[src/rtl/axis_arb_pkg.sv]
// Shared types for the packet round-robin arbiter: FSM state and index-width helper.
package axis_arb_pkg;

    typedef enum logic {
        IDLE = 1'b0,
        BUSY = 1'b1
    } arb_state_t;

    function automatic int idx_width(input int n);
        return (n > 1) ? $clog2(n) : 1;
    endfunction

endpackage

[src/rtl/rr_pick.sv]
// Rotating-priority pick: first requester strictly after last_idx, with wrap-around.
// Purely combinational; gnt is one-hot and gnt_vld is low when nothing requests.
module rr_pick
    import axis_arb_pkg::*;
#(
    parameter int NUM_SRC = 4,
    parameter int IDX_W   = idx_width(NUM_SRC)
) (
    input  logic [NUM_SRC-1:0] req,
    input  logic [IDX_W-1:0]   last_idx,
    output logic [NUM_SRC-1:0] gnt,
    output logic [IDX_W-1:0]   gnt_idx,
    output logic               gnt_vld
);

    logic [IDX_W-1:0] cand;

    always_comb begin
        gnt     = '0;
        gnt_idx = '0;
        gnt_vld = 1'b0;
        cand    = '0;
        // Offset NUM_SRC lands back on last_idx, so it is lowest priority.
        for (int k = 1; k <= NUM_SRC; k++) begin
            cand = IDX_W'((int'(last_idx) + k) % NUM_SRC);
            if (!gnt_vld && req[cand]) begin
                gnt[cand] = 1'b1;
                gnt_idx   = cand;
                gnt_vld   = 1'b1;
            end
        end
    end

endmodule

[src/rtl/axis_pkt_rr_arbiter.sv]
// Packet-granular round-robin AXI4-Stream arbiter; data is a combinational pass-through.
// One idle arbitration cycle per packet; only the granted source sees m_tready, others hold.
// AXIS_ARB_PKT_LIMIT_EN adds a MAX_PKT_BEATS packet cap with forced tlast and sticky ovf_err.
module axis_pkt_rr_arbiter
    import axis_arb_pkg::*;
#(
    parameter int NUM_SRC       = 4,
    parameter int DATA_WIDTH    = 64,
    parameter int MAX_PKT_BEATS = 524288
) (
    input  logic                          clk,
    input  logic                          rst_n,
    input  logic [NUM_SRC*DATA_WIDTH-1:0] s_tdata,
    input  logic [NUM_SRC-1:0]            s_tvalid,
    input  logic [NUM_SRC-1:0]            s_tlast,
    output logic [NUM_SRC-1:0]            s_tready,
    output logic [DATA_WIDTH-1:0]         m_tdata,
    output logic                          m_tvalid,
    output logic                          m_tlast,
    input  logic                          m_tready,
    output logic [NUM_SRC-1:0]            grant,
    output logic                          busy
`ifdef AXIS_ARB_PKT_LIMIT_EN
    ,
    output logic                          ovf_err
`endif
);

    localparam int IDX_W = idx_width(NUM_SRC);
    localparam int CNT_W = $clog2(MAX_PKT_BEATS) + 1;

    arb_state_t         state_q, state_d;
    logic [NUM_SRC-1:0] grant_q, grant_d;
    logic [IDX_W-1:0]   gidx_q, gidx_d;
    logic [IDX_W-1:0]   last_q, last_d;
    logic [CNT_W-1:0]   beat_cnt_q, beat_cnt_d;

    logic [NUM_SRC-1:0] pick_gnt;
    logic [IDX_W-1:0]   pick_idx;
    logic               pick_vld;
    logic               active;
    logic               accept;
    logic               limit_hit;

    rr_pick #(
        .NUM_SRC (NUM_SRC),
        .IDX_W   (IDX_W)
    ) u_pick (
        .req      (s_tvalid),
        .last_idx (last_q),
        .gnt      (pick_gnt),
        .gnt_idx  (pick_idx),
        .gnt_vld  (pick_vld)
    );

    // Gating on rst_n keeps the master quiet during a reset cycle, not just after it.
    assign active = rst_n && (state_q == BUSY);
    assign accept = m_tvalid && m_tready;

`ifdef AXIS_ARB_PKT_LIMIT_EN
    logic ovf_q;

    assign limit_hit = active && s_tvalid[gidx_q] && !s_tlast[gidx_q]
                    && (beat_cnt_q == CNT_W'(MAX_PKT_BEATS - 1));

    always_ff @(posedge clk) begin
        if (!rst_n) begin
            ovf_q <= 1'b0;
        end else if (accept && limit_hit) begin
            ovf_q <= 1'b1;
        end
    end

    assign ovf_err = ovf_q;
`else
    logic unused_cnt;

    assign limit_hit  = 1'b0;
    assign unused_cnt = ^beat_cnt_q;
`endif

    always_comb begin
        m_tdata  = '0;
        m_tvalid = 1'b0;
        m_tlast  = 1'b0;
        s_tready = '0;
        if (active) begin
            m_tvalid = s_tvalid[gidx_q];
            m_tlast  = s_tlast[gidx_q] | limit_hit;
            s_tready = grant_q & {NUM_SRC{m_tready}};
            if (s_tvalid[gidx_q]) begin
                m_tdata = s_tdata[int'(gidx_q)*DATA_WIDTH +: DATA_WIDTH];
            end
        end
    end

    always_comb begin
        state_d    = state_q;
        grant_d    = grant_q;
        gidx_d     = gidx_q;
        last_d     = last_q;
        beat_cnt_d = beat_cnt_q;
        case (state_q)
            IDLE: begin
                if (pick_vld) begin
                    state_d    = BUSY;
                    grant_d    = pick_gnt;
                    gidx_d     = pick_idx;
                    beat_cnt_d = '0;
                end
            end
            BUSY: begin
                if (accept) begin
                    beat_cnt_d = beat_cnt_q + CNT_W'(1);
                    if (m_tlast) begin
                        state_d    = IDLE;
                        grant_d    = '0;
                        last_d     = gidx_q;
                        beat_cnt_d = '0;
                    end
                end
            end
            default: state_d = IDLE;
        endcase
    end

    always_ff @(posedge clk) begin
        if (!rst_n) begin
            state_q    <= IDLE;
            grant_q    <= '0;
            gidx_q     <= '0;
            last_q     <= IDX_W'(NUM_SRC - 1);
            beat_cnt_q <= '0;
        end else begin
            state_q    <= state_d;
            grant_q    <= grant_d;
            gidx_q     <= gidx_d;
            last_q     <= last_d;
            beat_cnt_q <= beat_cnt_d;
        end
    end

    assign grant = grant_q;
    assign busy  = (state_q == BUSY);

endmodule

[config.mk]
export PLATFORM = sky130hd
export DESIGN_NAME = axis_pkt_rr_arbiter
export DESIGN_NICKNAME = d
export VERILOG_FILES = /design/src/rtl/axis_arb_pkg.sv /design/src/rtl/rr_pick.sv /design/src/rtl/axis_pkt_rr_arbiter.sv
export SDC_FILE = /design/constraint.sdc
export NUM_CORES = 1
export LEC_CHECK = 0
export CAP_MARGIN = 15
export CORE_AREA = 2 2 131 133
export CTS_CLUSTER_SIZE = 14
export DETAILED_ROUTE_END_ITERATION = 12
export DIE_AREA = 0 0 133 135
export GPL_TIMING_DRIVEN = 1
export PLACE_DENSITY = 0.65
export SLEW_MARGIN = 20
export SYNTH_ARGS = -nofsm -noshare
export SYNTH_HDL_FRONTEND = slang
export SYNTH_SLANG_ARGS = --single-unit
[constraint.sdc]
create_clock -name clk -period 2 [get_ports clk]
set_input_delay 0.4 -clock clk [delete_from_list [all_inputs] [get_ports clk]]
set_output_delay 0.4 -clock clk [all_outputs]
set_load 0.02 [all_outputs]
== Word level (Yosys, flattened, before mapping) ==
Cells that the tools add are included.

* Register bits: 9
* Bits in latches: 0
* Memory bits (writable): 0
* ROM bits: 0
* Bits of input ports: 267
* Output and inout bits: 75
* Word-level logic and storage cells: 86
* Memories: 0

* Add/subtract/negate cells: 4
* $mul: 0
* Div/mod/pow operators: 0
* Order comparisons: 9
* Equality and inequality tests: 3
* Shifts and indexed selects: 1
* Multiplexer cells: 45
* Bitwise logic cells: 5
* Reductions and logical operators: 15

{| class="wikitable"
|+ Operators with widths
! kind !! number
|-
| variable part select 256 x 9 -> 64 bit || 1
|-
| 2-to-1 mux 64 bit || 2
|-
| 2-to-1 mux 4 bit || 8
|-
| 2-to-1 mux 1 bit || 19
|-
| < comparator 2 x 3 -> 1 bit (second input constant) || 5
|-
| binary-select mux 1 bit (select 2 bit) || 6
|-
| OR 4 bit || 3
|-
| logical AND 1 bit || 9
|-
| demux 1 bit (select 2 bit) || 4
|-
| >= comparator 2 x 1 -> 1 bit (second input constant) || 4
|-
| 2-to-1 mux 2 bit || 4
|-
| case mux 4 bit (2 select lines) || 1
|-
| AND reduction 3 bit || 2
|-
| adder 2 x 1 -> 2 bit (second input constant) || 2
|-
| adder 2 bit (second input constant) || 2
|-
| bitwise AND 4 bit || 1
|-
| inequality test 2 bit (second input constant) || 2
|-
| zero test 1 bit || 3
|-
| inequality test 2 x 1 -> 1 bit (second input constant) || 1
|-
| case mux 1 bit (2 select lines) || 1
|-
| AND reduction 2 bit || 1
|-
| NOT 1 bit || 1
|}

== Logic depth before layout (Yosys ltp) ==
* Depth in word-level cells: 15
* Depth in mapped cells: 9
* Depth with buffers taken out: 7

== By module ==
A second synthesis with hierarchy kept.

* Cell total of the unflattened synthesis: 279
* Area, all modules: 3070.4 um^2

{| class="wikitable"
|+ Modules (own cells, without submodules)
! module !! instances !! cells an instance !! area an instance (um^2)
|-
| axis_pkt_rr_arbiter || 1 || 193 || 2441.1
|-
| rr_pick || 1 || 86 || 629.4
|}

== Least setup slack after synthesis ==
Ideal clock, no wire load.

* Kind: register to register
* Start: register last_q[0]
* End: register grant_q[0], in the netlist grant[0]
* Arrival time: 2060 ps
* Path slack: -182 ps
* Cell stages (with the launch flop): 10
* Path buffers: 2
* Cells stage by stage: dfxtp_1 buf_6 inv_1 ha_1 buf_2 and2b_2 a2bb2oi_2 nand3b_1 a31oi_1 a221o_1

* Word-level cells in the longest chain between the ends: 15

{| class="wikitable"
|+ RTL lines
! item !! line !! source
|-
| start, declared || axis_pkt_rr_arbiter.sv:35 || <nowiki>logic [IDX_W-1:0] last_q, last_d;</nowiki>
|-
| start signal, assigned || axis_pkt_rr_arbiter.sv:132 || <nowiki>last_q <= IDX_W'(NUM_SRC - 1);</nowiki>
|-
| start signal, assigned || axis_pkt_rr_arbiter.sv:138 || <nowiki>last_q <= last_d;</nowiki>
|-
| parallel branches: the longest is 15 deep, another holds < comparator 2 x 3 -> 1 bit || -- ||
|-
| end signal, assigned || axis_pkt_rr_arbiter.sv:136 || <nowiki>grant_q <= grant_d;</nowiki>
|-
| end, declared || axis_pkt_rr_arbiter.sv:33 || <nowiki>logic [NUM_SRC-1:0] grant_q, grant_d;</nowiki>
|}

Several ways; the timed one is not identified. The select of a mux whose other input is x is not followed.
A chain may end at the register's enable or synchronous reset.

== Final worst setup path ==
* Start: register gidx_q[0]
* End: output port m_tdata[7]

* Word-level cells in the longest chain between the ends: 4

{| class="wikitable"
|+ RTL lines
! item !! line !! source
|-
| start, declared || axis_pkt_rr_arbiter.sv:34 || <nowiki>logic [IDX_W-1:0] gidx_q, gidx_d;</nowiki>
|-
| start signal, assigned || axis_pkt_rr_arbiter.sv:137 || <nowiki>gidx_q <= gidx_d;</nowiki>
|-
| parallel branches: the longest is 2 deep, another holds variable part select 256 x 9 -> 64 bit || -- ||
|-
| 2-to-1 mux 64 bit (*) || axis_pkt_rr_arbiter.sv:91 || <nowiki>if (s_tvalid[gidx_q]) begin</nowiki>
|-
| 2-to-1 mux 64 bit (*) || axis_pkt_rr_arbiter.sv:87 || <nowiki>if (active) begin</nowiki>
|-
| end, declared || axis_pkt_rr_arbiter.sv:17 || <nowiki>output logic [DATA_WIDTH-1:0] m_tdata,</nowiki>
|}

Mark *: on every way between the ends. The select of a mux whose other input is x is not followed.

==> results by group <==
Power
  • Net switching power: 739 uW
  • Clock Power Share: between 10% and 20%
  • Comb pwr share: 77.7%
  • Pwr Density: about 320 nW/um^2
  • Switching share of total power: between 20% and 30%
  • Design internal power: 1750 uW
  • P_leak: a little over 0.003 uW
  • Worst VDD drop: approximately 0.28 mV
  • Part of the power in registers: 8.2%

Timing
  • Fmax: 436 MHz
  • Final worst slack: -0.295 ns
  • Slew @ Worst Pin: between 0.3 and 0.4 ns
  • RSZ-0062 raised after global routing: true
  • Final count of hold timing violations: 0
  • Max-slew violation count: 0
  • Final worst path period share: 115%
  • Clock Skew: about 0.00022 ns
  • Fin crit period: roughly 2.3 ns
  • Fin Hold WS: 0.507 ns
  • Final setup violation count: 67
  • Slew headroom: 74.7%

Detailed routing
  • Uppermost layer routed: met4
  • Met3 wire length: between 1000 and 1500 um
  • Met2 wire length: 10200 um
  • First drt pass iteration count: 4
  • DR vias: 4019
  • Vias per inst: between 4 and 5
  • Met1 Wirelength: 8190 um
  • Detail Route Antenna Nets: 0
  • Routed len/inst: 23.2 um
  • DRC: 0
  • Initial DRC Count: 176
  • WL final: 20200 um

Clock tree
  • CTS sink count: 9
  • Clk buf depth: 2
  • # H-tree levels: 1
  • Clock root buffer: clkbuf_16
  • CTS tree: done
  • Clock transition at path regs: 0.04 ns
  • CTS Buf Count: 3
  • Skew-Pair Late Insertion Delay: 0.23 ns

Setup path
  • Most used cell, CP: buf_12
  • Cells along the critical path: mux4_2 -> nand3_4 -> buf_12 -> buf_12 -> buf_16 -> nor2b_1 -> buf_4
  • CP Class: register to output pin
  • Critical path origin: gidx_q[0]
  • Slowest library cell on the worst path: mux4_2
  • R2R Path Start: last_q[1]
  • Worst Setup Start Kind: register
  • CP Capture Type: output pin
  • Slowest cell delay on critical path: 0.55 ns
  • Critical path data required time: 1.60 ns
  • Critical path fanouts, max: 6
  • Reg2Reg Depth: 8
  • CP endpoint: m_tdata[7]
  • R2R Path End: gidx_q[1]
  • Flop2flop setup slack: -0.04 ns
  • Worst EP arrival: between 1.5 and 2 ns

Finish
  • Post-layout nets: 924
  • Fillers: 1494
  • Antenna cell count: 0
  • Sequential cell area: 193 sq um
  • Multi-input logic area: ~2900 sq um
  • Layout cells sized above 1: 42.6%
  • Fin cells: ~870
  • Area growth from synthesis to layout: 161%

Global route
  • GR Overflow Total: 0
  • Largest net degree at the start of global routing: 28
  • First-pass GRT wire length: 28400 um
  • Vias in the first global route: 4428
  • Total track usage: about a fifth
  • Antenna violations before repair: 0

Hold path
  • Hold Path Class: register to register

Job
  • Max cap viols: 0

Placed design
  • Port Buffer Count: approximately 340
  • Detail Placement HPWL: 15600 um
  • Cell count after placement: roughly 830
  • Routability cong.: around 0.95

Floorplanning
  • Placeable Area: roughly 16000 sq um
  • Die ar.: 18000 sq um
  • Die W: 133 um
  • Initial Utilization: 18.2%
  • Io pins: 342
  • Die height: 135 um
  • Row cnt: 47

Synthesis
  • Unique masters post-synth: 48
  • Syn_nets: 536
  • Post-synth design cell area: between 2000 and 3000 sq um
  • Yosys warnings: 0
  • Seq/Total Area, Yosys: 6.04%
  • EDFF count, synth: 0
  • Synth async-reset ratio: 0%
  • Cell count after synthesis: 261
  • Synthesis-stage register bit count: 9
  • Post-synth top flop: dfxtp_1
  • Syn Area/Cell: 11.4 sq um

Outcome
  • Failing checks: setup timing
  • Run status: complete, but fails checks
-- placed cells by master, fill, tap and decap left out, drive strengths merged, types with 2 or more instances in the layout --
| cell type | instances |
|---|---|
| mux2i | 7 |
| a221o | 4 |
| clkdlybuf4s15 | 3 |
| nor2b | 66 |
| inv | 3 |
| nand3 | 2 |
| dfxtp | 9 |
| nor4 | 2 |
| nand3b | 6 |
| mux4 | 66 |
| o21ai | 4 |
| clkdlybuf4s50 | 266 |
| ha | 8 |
| nor3 | 2 |
| a31oi | 4 |
| a21o | 2 |
| and3 | 3 |
| clkbuf | 9 |
| buf | 137 |
| nand2 | 11 |
| dlygate4sd2 | 2 |
| a21oi | 2 |
| and2 | 5 |
| o211ai | 2 |
| nor2 | 6 |
-- power by group through the flow --
stage	Clock [uW]	Combinational [uW]	Sequential [uW]
after CTS	357	1810	204
after global routing	371	2030	206
after detailed placement	0	1580	205
final	352	1930	204
after floorplan	0	714	212
after global placement	0	1560	206
-- Yosys cell counts, types with 2 or more instances --
cell,count,area (sq um)
o211ai_1,2,15.0
nor2_1,5,18.8
mux2i_1,7,70.1
and3_1,2,12.5
ha_1,8,100
and2_1,5,31.3
a221o_1,4,40.0
buf_4,7,52.6
nand3b_1,6,45.0
nor2b_1,66,413
a21oi_1,2,10.0
inv_1,4,15.0
nand2_1,11,41.3
a21o_1,2,15.0
nand3_1,2,10.0
buf_2,10,50.1
o21ai_0,4,20.0
clkbuf_1,5,18.8
buf_6,5,56.3
a31oi_1,4,25.0
dfxtp_1,9,180
mux4_2,65,1460
-- through the flow --
| stage | setup TNS (ns) | utilization (%) | setup slack, ns | total power (uW) | cell area, sq um |
|---|---|---|---|---|---|
| after floorplan | 0 | - | 0.00766 | 926 | 3020 |
| after global placement | -50.54 | 41.7 | -0.755 | 1760 | 6840 |
| after detailed placement | -54.67 | 41.7 | -0.816 | 1780 | 6840 |
| after CTS | -15.68 | 45.0 | -0.364 | 2370 | 7390 |
| after global routing | -17.77 | 47.5 | -0.348 | 2600 | 7800 |
| final | -14.20 | 47.5 | -0.295 | 2490 | 7800 |
-- worst min-delay path by stage --
| stage | from | to | slack [ns] | depth (start not counted) |
|---|---|---|---|---|
| CTS | grant[1] | grant[1] | 0.51 | 1 |
| global route | grant[3] | grant[3] | 0.54 | 1 |
| floorplan | rst_n | last_q[1] | 0.61 | 2 |
| finish | grant[1] | grant[1] | 0.51 | 1 |
| global placement | grant[1] | grant[1] | 0.51 | 1 |
| detailed placement | grant[1] | grant[1] | 0.50 | 1 |
-- critical path, delay by kind of cell, from the launching register on --
family,cells,cell delay [ns]
buffers and inverters,4,0.52
flip-flops,1,0.37
multiplexers,1,0.55
AND/OR/NAND/NOR,2,0.22
-- final cells by class --
class,count,share of cell area [%]
tap,220,3.53
multi-input combinational,218,37.7
sequential,9,2.47
inverter,4,0.273
timing repair buffer,413,55.0
clock buffer,4,1.01
-- routing by layer --
layer	vias up	GRT usage (%)
met5	-	0
met4	0	4.30
met3	30	4.62
met2	196	37.0
met1	1973	26.8
li1	1820	-
-- registers in the layout, indices dropped and copies added, names as in the netlist --
| register | cells |
|---|---|
| busy | 1 |
| last_q | 2 |
| gidx_q | 2 |
| grant | 4 |
-- cells by family (layout without fill, tap and decap cells) --
family / after synthesis / after routing / synth area share (%)
compound gates: 26 / 26 / 7.51
fa+ha+maj: 8 / 8 / 3.36
buf+inv: 34 / 421 / 7.26
flops: 9 / 9 / 6.04
mux: 74 / 74 / 52.7
simple gates: 110 / 110 / 23.2
-- repair_timing --
| action | CTS | global route |
|---|---|---|
| gates cloned | 10 | 1 |
| hold buffers | 0 | 0 |
| resized for setup | 346 | 134 |
| pin swaps | 2 | 8 |
| buffers inserted | 22 | 15 |
| endpoints found under the setup margin | 76 | 73 |
Power figures use the tool's default switching activity.
